$ cat config.mk
export PLATFORM = sky130hd
export DESIGN_NAME = mmio_initiator
export DESIGN_NICKNAME = d
export VERILOG_FILES = /design/src/rtl/mmio_initiator.sv
export SDC_FILE = /design/constraint.sdc
export NUM_CORES = 1
export LEC_CHECK = 0
export BUFFER_PORTS_ARGS = -buffer_cell sky130_fd_sc_hd__buf_4
export CAP_MARGIN = 10
export CORE_UTILIZATION = 35
export CTS_CLUSTER_SIZE = 28
export DETAILED_ROUTE_END_ITERATION = 12
export MAX_ROUTING_LAYER = met4
export PLACE_DENSITY_LB_ADDON = 0.1
export SLEW_MARGIN = 20
export SYNTH_ARGS = -nofsm -noshare
export SYNTH_HDL_FRONTEND = slang
export SYNTH_SLANG_ARGS = --single-unit
$ cat constraint.sdc
create_clock -name clk -period 2.3 [get_ports clk]
set_input_delay 0.345 -clock clk [delete_from_list [all_inputs] [get_ports clk]]
set_output_delay 0.345 -clock clk [all_outputs]
set_load 0.01 [all_outputs]
$ cat src/rtl/mmio_initiator.sv
`default_nettype none
// ============================================================================
// Module   : mmio_initiator
// Brief    : Single-outstanding MMIO command initiator. It turns one accepted
//            command into a one-cycle read or write request strobe, matches
//            the read response by transaction ID, bounds the wait with a
//            timeout, and reports every command with a one-cycle completion.
// Revision : 1.0 - initial release
// ============================================================================
module mmio_initiator #(
    parameter int ADDR_W  = 16,
    parameter int DATA_W  = 64,
    parameter int TID_W   = 9,
    parameter int TIMEOUT = 256
) (
    input  logic              clk,
    input  logic              rst,
    input  logic              cmd_valid,
    output logic              cmd_ready,
    input  logic              cmd_write,
    input  logic [ADDR_W-1:0] cmd_addr,
    input  logic [DATA_W-1:0] cmd_wdata,
    output logic              mmio_wr_valid,
    output logic              mmio_rd_valid,
    output logic [ADDR_W-1:0] mmio_addr,
    output logic [TID_W-1:0]  mmio_tid,
    output logic [DATA_W-1:0] mmio_data,
    input  logic              rsp_valid,
    input  logic [TID_W-1:0]  rsp_tid,
    input  logic [DATA_W-1:0] rsp_data,
    output logic              done_valid,
    output logic [DATA_W-1:0] done_data,
    output logic              done_error,
    output logic              busy
);

    localparam logic [2:0] S_IDLE     = 3'd0;
    localparam logic [2:0] S_ISSUE_WR = 3'd1;
    localparam logic [2:0] S_ISSUE_RD = 3'd2;
    localparam logic [2:0] S_WAIT_RSP = 3'd3;
    localparam logic [2:0] S_DONE     = 3'd4;

    // Counter only needs to reach TIMEOUT-1: wait cycle k holds value k-1.
    localparam int              WAIT_W    = (TIMEOUT > 2) ? $clog2(TIMEOUT) : 1;
    localparam logic [WAIT_W-1:0] WAIT_LAST = WAIT_W'(TIMEOUT - 1);

    logic [2:0]        state_q;
    logic [2:0]        state_d;
    logic [TID_W-1:0]  tid_q;
    logic [WAIT_W-1:0] wait_q;
    logic [ADDR_W-1:0] mmio_addr_q;
    logic [TID_W-1:0]  mmio_tid_q;
    logic [DATA_W-1:0] mmio_data_q;
    logic [DATA_W-1:0] done_data_q;
    logic              done_err_q;

    logic cmd_fire;
    logic misaligned;
    logic rsp_match;
    logic wait_expired;

    // The issued tid is held in mmio_tid_q, so it doubles as the match key.
    assign cmd_fire     = cmd_valid && (state_q == S_IDLE);
    assign misaligned   = cmd_addr[0];
    assign rsp_match    = rsp_valid && (rsp_tid == mmio_tid_q);
    assign wait_expired = (wait_q == WAIT_LAST);

    // State register.
    always_ff @(posedge clk) begin
        if (rst) begin
            state_q <= S_IDLE;
        end else begin
            state_q <= state_d;
        end
    end

    // Next-state logic; a match in the last wait cycle beats the timeout.
    always_comb begin
        state_d = state_q;
        case (state_q)
            S_IDLE: begin
                if (cmd_fire) begin
                    if (misaligned)     state_d = S_DONE;
                    else if (cmd_write) state_d = S_ISSUE_WR;
                    else                state_d = S_ISSUE_RD;
                end
            end
            S_ISSUE_WR: state_d = S_DONE;
            S_ISSUE_RD: state_d = S_WAIT_RSP;
            S_WAIT_RSP: begin
                if (rsp_match || wait_expired) state_d = S_DONE;
            end
            S_DONE:     state_d = S_IDLE;
            default:    state_d = S_IDLE;
        endcase
    end

    // Outputs decoded from state; request fields come from held registers.
    always_comb begin
        cmd_ready     = (state_q == S_IDLE);
        busy          = (state_q != S_IDLE);
        mmio_wr_valid = (state_q == S_ISSUE_WR);
        mmio_rd_valid = (state_q == S_ISSUE_RD);
        done_valid    = (state_q == S_DONE);
        done_error    = (state_q == S_DONE) && done_err_q;
        done_data     = done_data_q;
        mmio_addr     = mmio_addr_q;
        mmio_tid      = mmio_tid_q;
        mmio_data     = mmio_data_q;
    end

    // Datapath: command capture, tid/wait counters and completion payload.
    always_ff @(posedge clk) begin
        if (rst) begin
            tid_q       <= '0;
            wait_q      <= '0;
            mmio_addr_q <= '0;
            mmio_tid_q  <= '0;
            mmio_data_q <= '0;
            done_data_q <= '0;
            done_err_q  <= 1'b0;
        end else begin
            case (state_q)
                S_IDLE: begin
                    if (cmd_fire) begin
                        if (misaligned) begin
                            done_data_q <= '0;
                            done_err_q  <= 1'b1;
                        end else if (cmd_write) begin
                            mmio_addr_q <= cmd_addr;
                            mmio_data_q <= cmd_wdata;
                        end else begin
                            mmio_addr_q <= cmd_addr;
                            mmio_tid_q  <= tid_q;
                        end
                    end
                end
                S_ISSUE_WR: begin
                    done_data_q <= '0;
                    done_err_q  <= 1'b0;
                end
                S_ISSUE_RD: begin
                    tid_q  <= tid_q + 1'b1;
                    wait_q <= '0;
                end
                S_WAIT_RSP: begin
                    if (rsp_match) begin
                        done_data_q <= rsp_data;
                        done_err_q  <= 1'b0;
                    end else if (wait_expired) begin
                        done_data_q <= '0;
                        done_err_q  <= 1'b1;
                    end else begin
                        wait_q <= wait_q + 1'b1;
                    end
                end
                default: ;
            endcase
        end
    end

endmodule
`default_nettype wire
# After elaboration in Yosys (flattened, before gate mapping)
# Index checks and enable logic that the tools add are counted.
# classes
addsub,2
eq_ne,12
muxes,18
bitwise_logic,2
n_reduce_logical,14
# ops
cell,count
$mux W64,4
$pmux W64 S3,1
$mux W8,2
$pmux W8 S2,1
$pmux W3 S4,1
$reduce_and A4 Y1,3
$add A9 B1 Y9 const B,1
$eq A9 B9 Y1,1
$mux W3,3
$add A8 B1 Y8 const B,1
$eq A8 B8 Y1 const B,1
$eq A3 B2 Y1 const B,2
$ne A2 B2 Y1 const B,3
$reduce_and A3 Y1,2
$reduce_bool A3 Y1,2
$mux W1,4
$ne A2 B1 Y1 const B,2
$eq A3 B1 Y1 const B,1
$eq A3 B3 Y1 const B,1
$logic_and A1 B1 Y1,3
$logic_not A3 Y1,1
$ne A3 B3 Y1 const B,1
$pmux W1 S3,1
$mux W2,1
other kinds (4),5
# totals
ff_bits,173
inputBits,158
out_inout_bits,159
word_cells,56

# Depth between registers and ports, before layout
# Gate-level depths: netlist (run 1).
# depth
ltp_word,5
ltp_mapped,9
ltp_nobuf,7

# Worst setup path before layout (run 1)
# Ideal clock, no wire load.
# synth_timing
path_kind,register to register
startpoint,"reg mmio_tid_q[6], in the netlist mmio_tid[6]"
endpoint,"reg done_data_q[10], in the netlist done_data[10]"
setup_ps,117
t_arrival_ps,1646
required_ps,2183
path_slack_ps,537
stages_incl_launch_ff,8
path_buffers,2
synth_period_minus_slack_ps,1763
cell_sequence,dfxtp_1 -> xor2_1 -> nor4_4 -> nand4_1 -> and3_1 -> buf_6 -> buf_6 -> a22o_1
# synth_via
elab_chain_len,4
elab_cells_between_ends,6
classes_between,eq/ne (2); mux (2); reduce/logical (2)
# synth_rtl
element,line_no,source
"start, declared",52,logic [TID_W-1:0] mmio_tid_q;
"start signal, assigned",134,mmio_tid_q <= tid_q;
$eq A9 B9 Y1 (*),65,assign rsp_match = rsp_valid && (rsp_tid == mmio_tid_q);
$logic_and A1 B1 Y1 (*),65,
$ne A3 B3 Y1 (no line) or $mux W64 (tied branches),n/a,
$reduce_and A4 Y1 (no line) or $pmux W64 S3 (tied branches),n/a,
"end signal, assigned",148,done_data_q <= rsp_data;
"end, declared",54,logic [DATA_W-1:0] done_data_q;
# Mark *: on every way between the ends. The rest lies on a longest branch, timed or not.
# A chain may end at the register's enable or synchronous reset.

# Worst setup path in the final report (run 1)
# layout_timing
startpoint,reg state_q[0]
endpoint,out mmio_rd_valid
# layout_via
elab_chain_len,1
# layout_rtl
element,line_no,source
"start, declared",47,logic [2:0] state_q;
"start signal, assigned",73,state_q <= state_d;
$eq A3 B2 Y1,103,mmio_rd_valid = (state_q == S_ISSUE_RD);
"end, declared",24,"output logic mmio_rd_valid,"
# No other way between the ends.

==> impl_metrics.env, run 1 <==
export IMPL_status="complete, no violations"
export IMPL_syn_area_per_cell_um2=9.24
export IMPL_synth_edf_count=0
export IMPL_initial_core_util_pct=36.1
export IMPL_drive_gt1_share_pct=37.6
export IMPL_drc=0
export IMPL_htreeDepth=4
export IMPL_yosys_warnings=0
export IMPL_synthArstFlopShare_pct=0
export IMPL_fill_cells=1718
export IMPL_fp_dieH_um=136
export IMPL_cts_inserted_buffers=17
export IMPL_post_place_ws_ps=276
export IMPL_p_leak_nw=4.07
export IMPL_p_switching_mw=1.57
export IMPL_synth_yosys_seq_area_share_pct=54.9
export IMPL_syn_area_um2=6310
export IMPL_fp_dieW_um=136
export IMPL_totalPowerFinal_mw=6.53
export IMPL_synthCells=683
export IMPL_rsz0062_at_grt="false"
export IMPL_drtPass1Iterations=4
export IMPL_final_max_slew_viol_count=0
export IMPL_vias=5879
export IMPL_p_comb_share_pct=9.5
export IMPL_top_level_ports=317
export IMPL_hold_ws_ps=131
export IMPL_drt_wl_total_um=18400
export IMPL_wire_per_inst_um=15.1
export IMPL_grt_pass1_vias=5373
export IMPL_power_per_cell_area_nw_per_um2=697
export IMPL_dpl_cell_area_um2=8790
export IMPL_drtIter0Drc=252
export IMPL_cts_sinks=173
export IMPL_p_clk_share_pct=43.1
export IMPL_grt_max_degree=65
export IMPL_p_int_mw=4.96
export IMPL_fin_ws_ps=189
export IMPL_overflow=0
export IMPL_cts_tree="built"
export IMPL_antenna_found_initial=0
export IMPL_worst_pin_slew_ps=707
export IMPL_max_freq_ghz=0.474
export IMPL_grt_first_pass_wirelength_um=27800
export IMPL_fin_nets=1143
export IMPL_num_rows=48
export IMPL_ant_nets=0
export IMPL_synth_seq_cells=173
export IMPL_multi_input_area_um2=2530
export IMPL_vdd_drop_max_v=0.000543
export IMPL_synth_ff_type="dfxtp_1"
export IMPL_dp_hpwl_um=12800
export IMPL_yosysUniqueCellTypes=53
export IMPL_cts_reportedPaths_clkPinSlew_ps=70
export IMPL_setup_viol=0
export IMPL_path_max_fanout=9
export IMPL_area_delta_synth_final_pct=48.5
export IMPL_dp_cells=1189
export IMPL_hp_class="in -> reg"
export IMPL_root_buffer="clkbuf_16"
export IMPL_routed_via_density=4.81
export IMPL_clock_latency_ps=420
export IMPL_place_congestion=0.812
export IMPL_skew_ps=10.5
export IMPL_worstSetupStartpointType="flop"
export IMPL_die_area_um2=18600
export IMPL_seq_power_share_pct=47.3
export IMPL_cp_data_arrival_time_ps=1770
export IMPL_maxSlewHeadroom_pct=52.9
export IMPL_core_um2=17500
export IMPL_final_util_pct=53.6
export IMPL_hold_viol_final=0
export IMPL_portBuffers=315
export IMPL_finalCritPeriodShare_pct=91.8
export IMPL_final_setup_tns_ps=0
export IMPL_synth_nets=843
export IMPL_swShare_pct=24.0
export IMPL_crit_required_ps=1960
export IMPL_final_cells=1221
export IMPL_crit_type="reg -> out"
export IMPL_cp_end_kind="primary output"
export IMPL_register_area_um2=3460
export IMPL_track_usage_pct=19.7
export IMPL_clock_path_buffers=2
export IMPL_antenna_cells=0
export IMPL_min_period_ps=2110
export IMPL_max_cap_violations=0
export IMPL_finalInstanceArea_um2=9370
cell families after synthesis:
group / after synthesis / share of synthesized area (%)
adder cells (fa/ha/maj): 2 / 0.396
other: 1 / 0.0594
multiplexers: 1 / 0.178
AND/OR/NAND/NOR: 244 / 17.2
buffers and inverters: 52 / 5.10
flip-flops: 173 / 54.9
AO/OA/AOI/OAI: 195 / 20.1
XOR/XNOR: 15 / 2.08
layer usage:
metal	share of wire, %	global-route usage [%]	vias up
li1	-	-	2948
met1	42	23.1	2691
met2	48	31.6	222
met3	8.8	6.41	18
met4	1.5	6.67	0
met5	0	-	-
worst paths after layout:
check | from | end | slack [ps] | cells past startpoint
setup / recovery | state_q[0]$_SDFFE_PP0P_ | mmio_rd_valid | 190 | 4
hold / removal | rsp_data[47] | done_data[47]$_SDFFE_PP0P_ | 130 | 2
setup reg to reg | wait_q[0]$_SDFFE_PP0P_ | done_data[34]$_SDFFE_PP0P_ | 300 | 7
hold reg to reg | mmio_data[46]$_SDFFE_PP0P_ | mmio_data[46]$_SDFFE_PP0P_ | 450 | 2
cell usage in the layout (no fill, tap or decap), types with 5 or more instances in the layout:
cell type and n:
buf_4 324, nand2_1 181, dfxtp_1 173, a21oi_1 95, a22o_1 65, o21ai_0 19, clkbuf_16 17, nor2_1 15
xor2_1 13, clkinvlp_4 6, nand4_1 5, and3_1 5
power by group through the flow:
stage	Clock, mW	Combinational, mW	Sequential [mW]
after floorplan	0	0.250	3.18
after global placement	0	0.628	3.16
after global routing	3.00	0.678	3.10
final	2.82	0.622	3.09
after CTS	2.89	0.630	3.09
after detailed placement	0	0.627	3.16
Yosys cell counts, drive strengths merged (4+ instances only):
cell    instances  area, um^2
and2            4        25.0
a21oi          95         475
and3            6        37.5
nand3           5        30.0
nand4           5        31.3
dfxtp         173        3460
inv             5        18.8
nor2           18        80.1
buf            22         209
clkbuf         24        90.1
nor3            5        30.0
a22o           65         569
nand2         182         683
xor2           13         114
o21ai          21         105
registers in the layout, indices dropped and copies added (netlist names):
register and cells:
mmio_addr 15, state_q 3, wait_q 8, done_data 64, mmio_tid 9, mmio_data 64, tid_q 9, done_err_q 1
layout make-up:
type / count / area share (%)
clock buffers: 21 / 5.02
clock inverters: 11 / 1.15
inverters: 6 / 0.280
multi-input cells: 458 / 27.0
flip-flops and latches: 173 / 37.0
well taps: 225 / 3.00
repair buffers: 327 / 26.6
timing repair:
item,in CTS,in global routing
resized for setup,0,1
buffers inserted,0,0
endpoints found under the hold margin,0,0
endpoints found under the setup margin,0,1
hold buffers,0,0
critical path, stage by stage, from the launching register on:
cell and delay [ps]:
dfxtp_1 450, nor2_1 80, nand2_1 310, clkinvlp_4 300
buf_4 210
Note: power is estimated with default switching activity, not from simulation.
==> inputs of run 2 (changes only) <==
--- a/config.mk
+++ b/config.mk
@@ -7,6 +7,7 @@
 export LEC_CHECK = 0
 export BUFFER_PORTS_ARGS = -buffer_cell sky130_fd_sc_hd__buf_4
 export CAP_MARGIN = 10
+export CORE_MARGIN = 10
 export CORE_UTILIZATION = 35
 export CTS_CLUSTER_SIZE = 28
 export DETAILED_ROUTE_END_ITERATION = 12
==> run 2 against run 1 <==
Combinational power is 2% higher. Largest power group unchanged. Via count increased by 0.27%. Wire length increased by 13%. Sequential cell count did not move. Total power up 3.4%. Utilization down 0.58 points. Worst setup slack better by 46 ps. Critical path depth is 3 higher.
==> impl_metrics.env, run 2 (synthesis results as in run 1) <==
export IMPL_status="complete, no violations"
export IMPL_mostFrequentLayoutCells="buf_4 (326), nand2_1 (181), dfxtp_1 (173)"
export IMPL_worstSetupStartpointType="flop"
export IMPL_overflow=0
export IMPL_crit_type="reg -> reg"
export IMPL_cts_tree="built"
export IMPL_worst_pin_slew_ps=613
export IMPL_root_buffer="clkbuf_16"
export IMPL_clock_latency_ps=420
export IMPL_crit_chain="ha_1 -> nand4_1 -> nor2_1 -> o21ai_0 -> and3_2 -> buf_12 -> a22o_1"
export IMPL_cp_top_family="simple AND/OR/NAND/NOR gates"
export IMPL_finalInstanceArea_um2=9470
export IMPL_p_clk_share_pct=44.8
export IMPL_cts_repair_resize_count=0
export IMPL_wire_per_inst_um=17.0
export IMPL_clock_path_buffers=2
export IMPL_antenna_found_initial=0
export IMPL_drive_gt1_share_pct=37.6
export IMPL_crit_required_ps=2600
export IMPL_num_rows=49
export IMPL_startpoint="wait_q[0]$_SDFFE_PP0P_"
export IMPL_power_per_cell_area_nw_per_um2=713
export IMPL_skew_ps=13.2
export IMPL_cts_setup_buffers=0
export IMPL_cts_hold_buf=0
export IMPL_cts_reportedPaths_clkPinSlew_ps=70
export IMPL_max_cap_violations=0
export IMPL_final_cells=1227
export IMPL_maxSlewHeadroom_pct=59.1
export IMPL_drtPass1Iterations=5
export IMPL_layout_commonest_cell="buf_4"
export IMPL_fp_dieH_um=154
export IMPL_p_switching_mw=1.55
export IMPL_core_um2=17800
export IMPL_portBuffers=315
export IMPL_final_setup_tns_ps=0
export IMPL_fp_dieW_um=154
export IMPL_place_congestion=0.809
export IMPL_hold_viol_final=0
export IMPL_htreeDepth=4
export IMPL_hp_start="rsp_data[37]"
export IMPL_antenna_cells=0
export IMPL_area_delta_synth_final_pct=50.0
export IMPL_setup_viol=0
export IMPL_rsz0062_at_grt="false"
export IMPL_grt_max_degree=55
export IMPL_p_int_mw=5.21
export IMPL_routed_via_density=4.80
export IMPL_critical_path_max_stage_delay_ps=380
export IMPL_max_freq_ghz=0.484
export IMPL_die_area_um2=23800
export IMPL_cts_inserted_buffers=17
export IMPL_seq_power_share_pct=45.8
export IMPL_drtIter0Drc=286
export IMPL_r2r_slack_ps=230
export IMPL_hp_class="in -> reg"
export IMPL_drc=0
export IMPL_final_max_slew_viol_count=0
export IMPL_vdd_drop_max_v=0.000670
export IMPL_ant_nets=0
export IMPL_cp_data_arrival_time_ps=2360
export IMPL_top_level_ports=317
export IMPL_drt_wl_total_um=20900
export IMPL_path_buf_inv=1
export IMPL_fin_nets=1147
export IMPL_swShare_pct=22.9
export IMPL_track_usage_pct=17.0
export IMPL_grt_first_pass_wirelength_um=32000
export IMPL_p_comb_share_pct=9.4
export IMPL_slowest_stage="dfxtp_1"
export IMPL_initial_core_util_pct=35.4
export IMPL_dpl_cell_area_um2=8850
export IMPL_grt_pass1_vias=5700
export IMPL_dp_cells=1197
export IMPL_finalCritPeriodShare_pct=89.8
export IMPL_cts_sinks=173
export IMPL_dp_hpwl_um=15600
export IMPL_p_leak_nw=4.12
export IMPL_vias=5895
export IMPL_min_period_ps=2070
export IMPL_r2r_start="wait_q[0]$_SDFFE_PP0P_"
export IMPL_path_max_fanout=42
export IMPL_cp_end_kind="flop"
run 2: cell count changes in the layout (fill, tap and decap cells not counted), sizes merged:
cell,previous run,this run
buf,327,331
bufinv,1,4
clkbuf,21,18
clkinvlp,6,4
clkinv,2,1
inv,8,9
run 2: layout make-up:
type                            count  area (um^2)
Clock inverter                     12          185
Timing Repair Buffer              331         2550
Sequential cell                   173         3460
Fill cell                        1707         8380
Clock buffer                       18          429
Multi-Input combinational cell    458         2530
Inverter                            6         22.5
Tap cell                          229          287
run 2: path summary, 6_finish.rpt:
check / endpoint / cells past startpoint
hold / removal: done_data[37]$_SDFFE_PP0P_ / 2
setup / recovery: done_data[26]$_SDFFE_PP0P_ / 7
hold reg to reg: mmio_data[49]$_SDFFE_PP0P_ / 2
setup reg to reg: done_data[26]$_SDFFE_PP0P_ / 7
run 2: worst reg2reg max path, delay by kind of cell (launching register included):
kind            cells  cell delay (ps)
buf+inv             1              220
compound gates      2              380
fa+ha+maj           1              230
flops               1              380
simple gates        3              750
run 2: routing by layer:
| layer | global-route usage (%) | vias up | routed length, um |
|---|---|---|---|
| met3 | 6.63 | 15 | 1890 |
| met2 | 27.3 | 210 | 10100 |
| li1 | - | 2969 | - |
| met4 | 3.96 | 0 | 182 |
| met5 | - | - | 0 |
| met1 | 19.7 | 2701 | 8720 |
run 2: power groups by stage:
stage | combinational (mW) | sequential [mW] | clock, mW
floorplan | 0.250 | 3.18 | 0
global placement | 0.642 | 3.16 | 0
detailed placement | 0.642 | 3.16 | 0
CTS | 0.644 | 3.09 | 3.13
global route | 0.698 | 3.10 | 3.23
finish | 0.635 | 3.09 | 3.02
run 2: stage by stage:
step	power (mW)	hold slack [ps]	util, %	setup slack, ps
6_report	6.75	133	53.1	234
5_1_grt	7.03	112	53.1	31.3
4_1_cts	6.86	110	53.1	261
3_5_place_dp	3.80	447	49.6	209
3_3_place_gp	3.80	443	49.6	231
2_1_floorplan	3.43	433	-	537
==> inputs of run 3 (changes only) <==
--- a/config.mk
+++ b/config.mk
@@ -7,6 +7,7 @@
 export LEC_CHECK = 0
 export BUFFER_PORTS_ARGS = -buffer_cell sky130_fd_sc_hd__buf_4
 export CAP_MARGIN = 10
+export CORE_ASPECT_RATIO = 1.5
 export CORE_MARGIN = 10
 export CORE_UTILIZATION = 35
 export CTS_CLUSTER_SIZE = 28
==> run 3 against run 2 <==
Global-route usage barely moved. Final cell count fell by 1.4%. First-iteration DRC count rose by 16%. Sequential share of layout area rose by 0.47 points. Combinational power fell by 1%. Worst hold slack got worse by 7.5 ps. Die area rose by 0.47%.
==> impl_metrics.env, run 3 (synthesis results as in run 1) <==
export IMPL_hp_start="rsp_data[34]"
export IMPL_dp_hpwl_um=15200
export IMPL_cts_hold_buf=0
export IMPL_htreeDepth=4
export IMPL_layout_commonest_cell="buf_4"
export IMPL_cts_reportedPaths_clkPinSlew_ps=70
export IMPL_fp_dieW_um=130
export IMPL_initial_core_util_pct=35.3
export IMPL_crit_type="reg -> reg"
export IMPL_cp_end_kind="flop"
export IMPL_min_period_ps=2000
export IMPL_power_per_cell_area_nw_per_um2=705
export IMPL_use_met3_pct=6.44
export IMPL_final_setup_tns_ps=0
export IMPL_cts_repair_resize_count=0
export IMPL_drt_wl_total_um=20800
export IMPL_fin_nets=1141
export IMPL_hold_viol_final=0
export IMPL_r2r_start="wait_q[0]$_SDFFE_PP0P_"
export IMPL_final_util_pct=52.3
export IMPL_grtUsageMet2_pct=26.8
export IMPL_root_buffer="clkbuf_16"
export IMPL_crit_required_ps=2610
export IMPL_finalCritPeriodShare_pct=87.1
export IMPL_post_place_ws_ps=273
export IMPL_skew_ps=12.0
export IMPL_area_delta_synth_final_pct=48.1
export IMPL_startpoint="wait_q[0]$_SDFFE_PP0P_"
export IMPL_wire_per_inst_um=17.2
export IMPL_core_um2=17900
export IMPL_rr_endpoint="done_data[37]$_SDFFE_PP0P_"
export IMPL_top_level_ports=317
export IMPL_routed_via_density=4.84
export IMPL_cts_tree="built"
export IMPL_vias=5862
export IMPL_cts_sinks=173
export IMPL_max_cap_violations=0
export IMPL_drive_gt1_share_pct=37.2
export IMPL_setup_viol=0
export IMPL_drtPass1Iterations=6
export IMPL_place_congestion=0.777
export IMPL_fill_cells=1731
export IMPL_track_usage_pct=17.0
export IMPL_cts_setup_buffers=0
export IMPL_overflow=0
export IMPL_status="complete, no violations"
export IMPL_drc=0
export IMPL_fin_ws_ps=297
export IMPL_grt_max_degree=65
export IMPL_busiest_layer="met2"
export IMPL_grt_pass1_vias=5733
export IMPL_path_max_fanout=64
export IMPL_hp_class="in -> reg"
export IMPL_grt_first_pass_wirelength_um=31300
export IMPL_final_max_slew_viol_count=0
export IMPL_cp_data_arrival_time_ps=2310
export IMPL_clock_path_buffers=2
export IMPL_ant_nets=0
export IMPL_rr_worst_depth=7
export IMPL_fp_dieH_um=184
export IMPL_num_rows=60
export IMPL_worstSetupStartpointType="flop"
export IMPL_crit_end="done_data[37]$_SDFFE_PP0P_"
export IMPL_cts_inserted_buffers=17
export IMPL_max_freq_ghz=0.499
export IMPL_r2r_slack_ps=300
export IMPL_worst_pin_slew_ps=693
export IMPL_met1_usage_pct=19.7
export IMPL_rsz0062_at_grt="false"
export IMPL_vdd_drop_max_v=0.000394
export IMPL_mostFrequentLayoutCells="buf_4 (322), nand2_1 (181), dfxtp_1 (173)"
export IMPL_portBuffers=315
export IMPL_maxSlewHeadroom_pct=53.8
export IMPL_clock_latency_ps=430
export IMPL_antenna_cells=0
export IMPL_p_leak_nw=4.07
export IMPL_hold_ws_ps=125
export IMPL_drtIter0Drc=333
export IMPL_totalPowerFinal_mw=6.59
export IMPL_antenna_found_initial=0
export IMPL_die_area_um2=23900
[run 3: changes by cell type in the layout (fill, tap and decap cells not counted), sizes merged]
cell / delta
buf: -6
bufinv: -2
clkbuf: +2
clkinv: +3
clkinvlp: -2
[run 3: power by group]
group | switching (mW) | total (mW) | leakage, nW | internal (mW)
combinational | 0.306 | 0.627 | 2.39 | 0.321
sequential | 0.0347 | 3.09 | 1.40 | 3.06
clock | 1.23 | 2.87 | 0.278 | 1.64
total | 1.57 | 6.59 | 4.07 | 5.02
[run 3: through the flow]
stage / cells / cell area, um^2
floorplan: 683 / 6310
global placement: 1179 / 8770
detailed placement: 1179 / 8770
CTS: 1210 / 9350
global route: 1210 / 9350
finish: 1210 / 9350
[run 3: worst min-delay path by stage]
stage,to,cells after the start,slack [ps]
4_1_cts,done_data[17]$_SDFFE_PP0P_,2,110
5_1_grt,done_data[34]$_SDFFE_PP0P_,2,100
3_3_place_gp,mmio_data[3]$_SDFFE_PP0P_,2,440
2_1_floorplan,wait_q[7]$_SDFFE_PP0P_,1,430
3_5_place_dp,mmio_data[3]$_SDFFE_PP0P_,2,450
6_report,done_data[34]$_SDFFE_PP0P_,2,130
[run 3: critical path, cell delays in order (launching register included)]
cell and delay (ps):
dfxtp_1 390, ha_1 220, nand4_1 210, nor2_1 230
o21ai_0 110, and3_2 240, buf_12 190, a22o_1 260
[run 3: layout make-up]
cell class                 instances  area, um^2  share of cell area, %
multi-input combinational        458        2530                   27.1
clock inverter                    11         133                   1.42
tap                              217         272                   2.91
sequential                       173        3460                   37.1
clock buffer                      20         447                   4.78
inverter                           6        22.5                  0.241
timing repair buffer             325        2480                   26.5
[run 3: per-layer routing]
metal / share of wire, % / vias up
li1: - / 2949
met1: 41 / 2684
met2: 49 / 206
met3: 8.5 / 23
met4: 1.4 / 0
met5: 0 / -
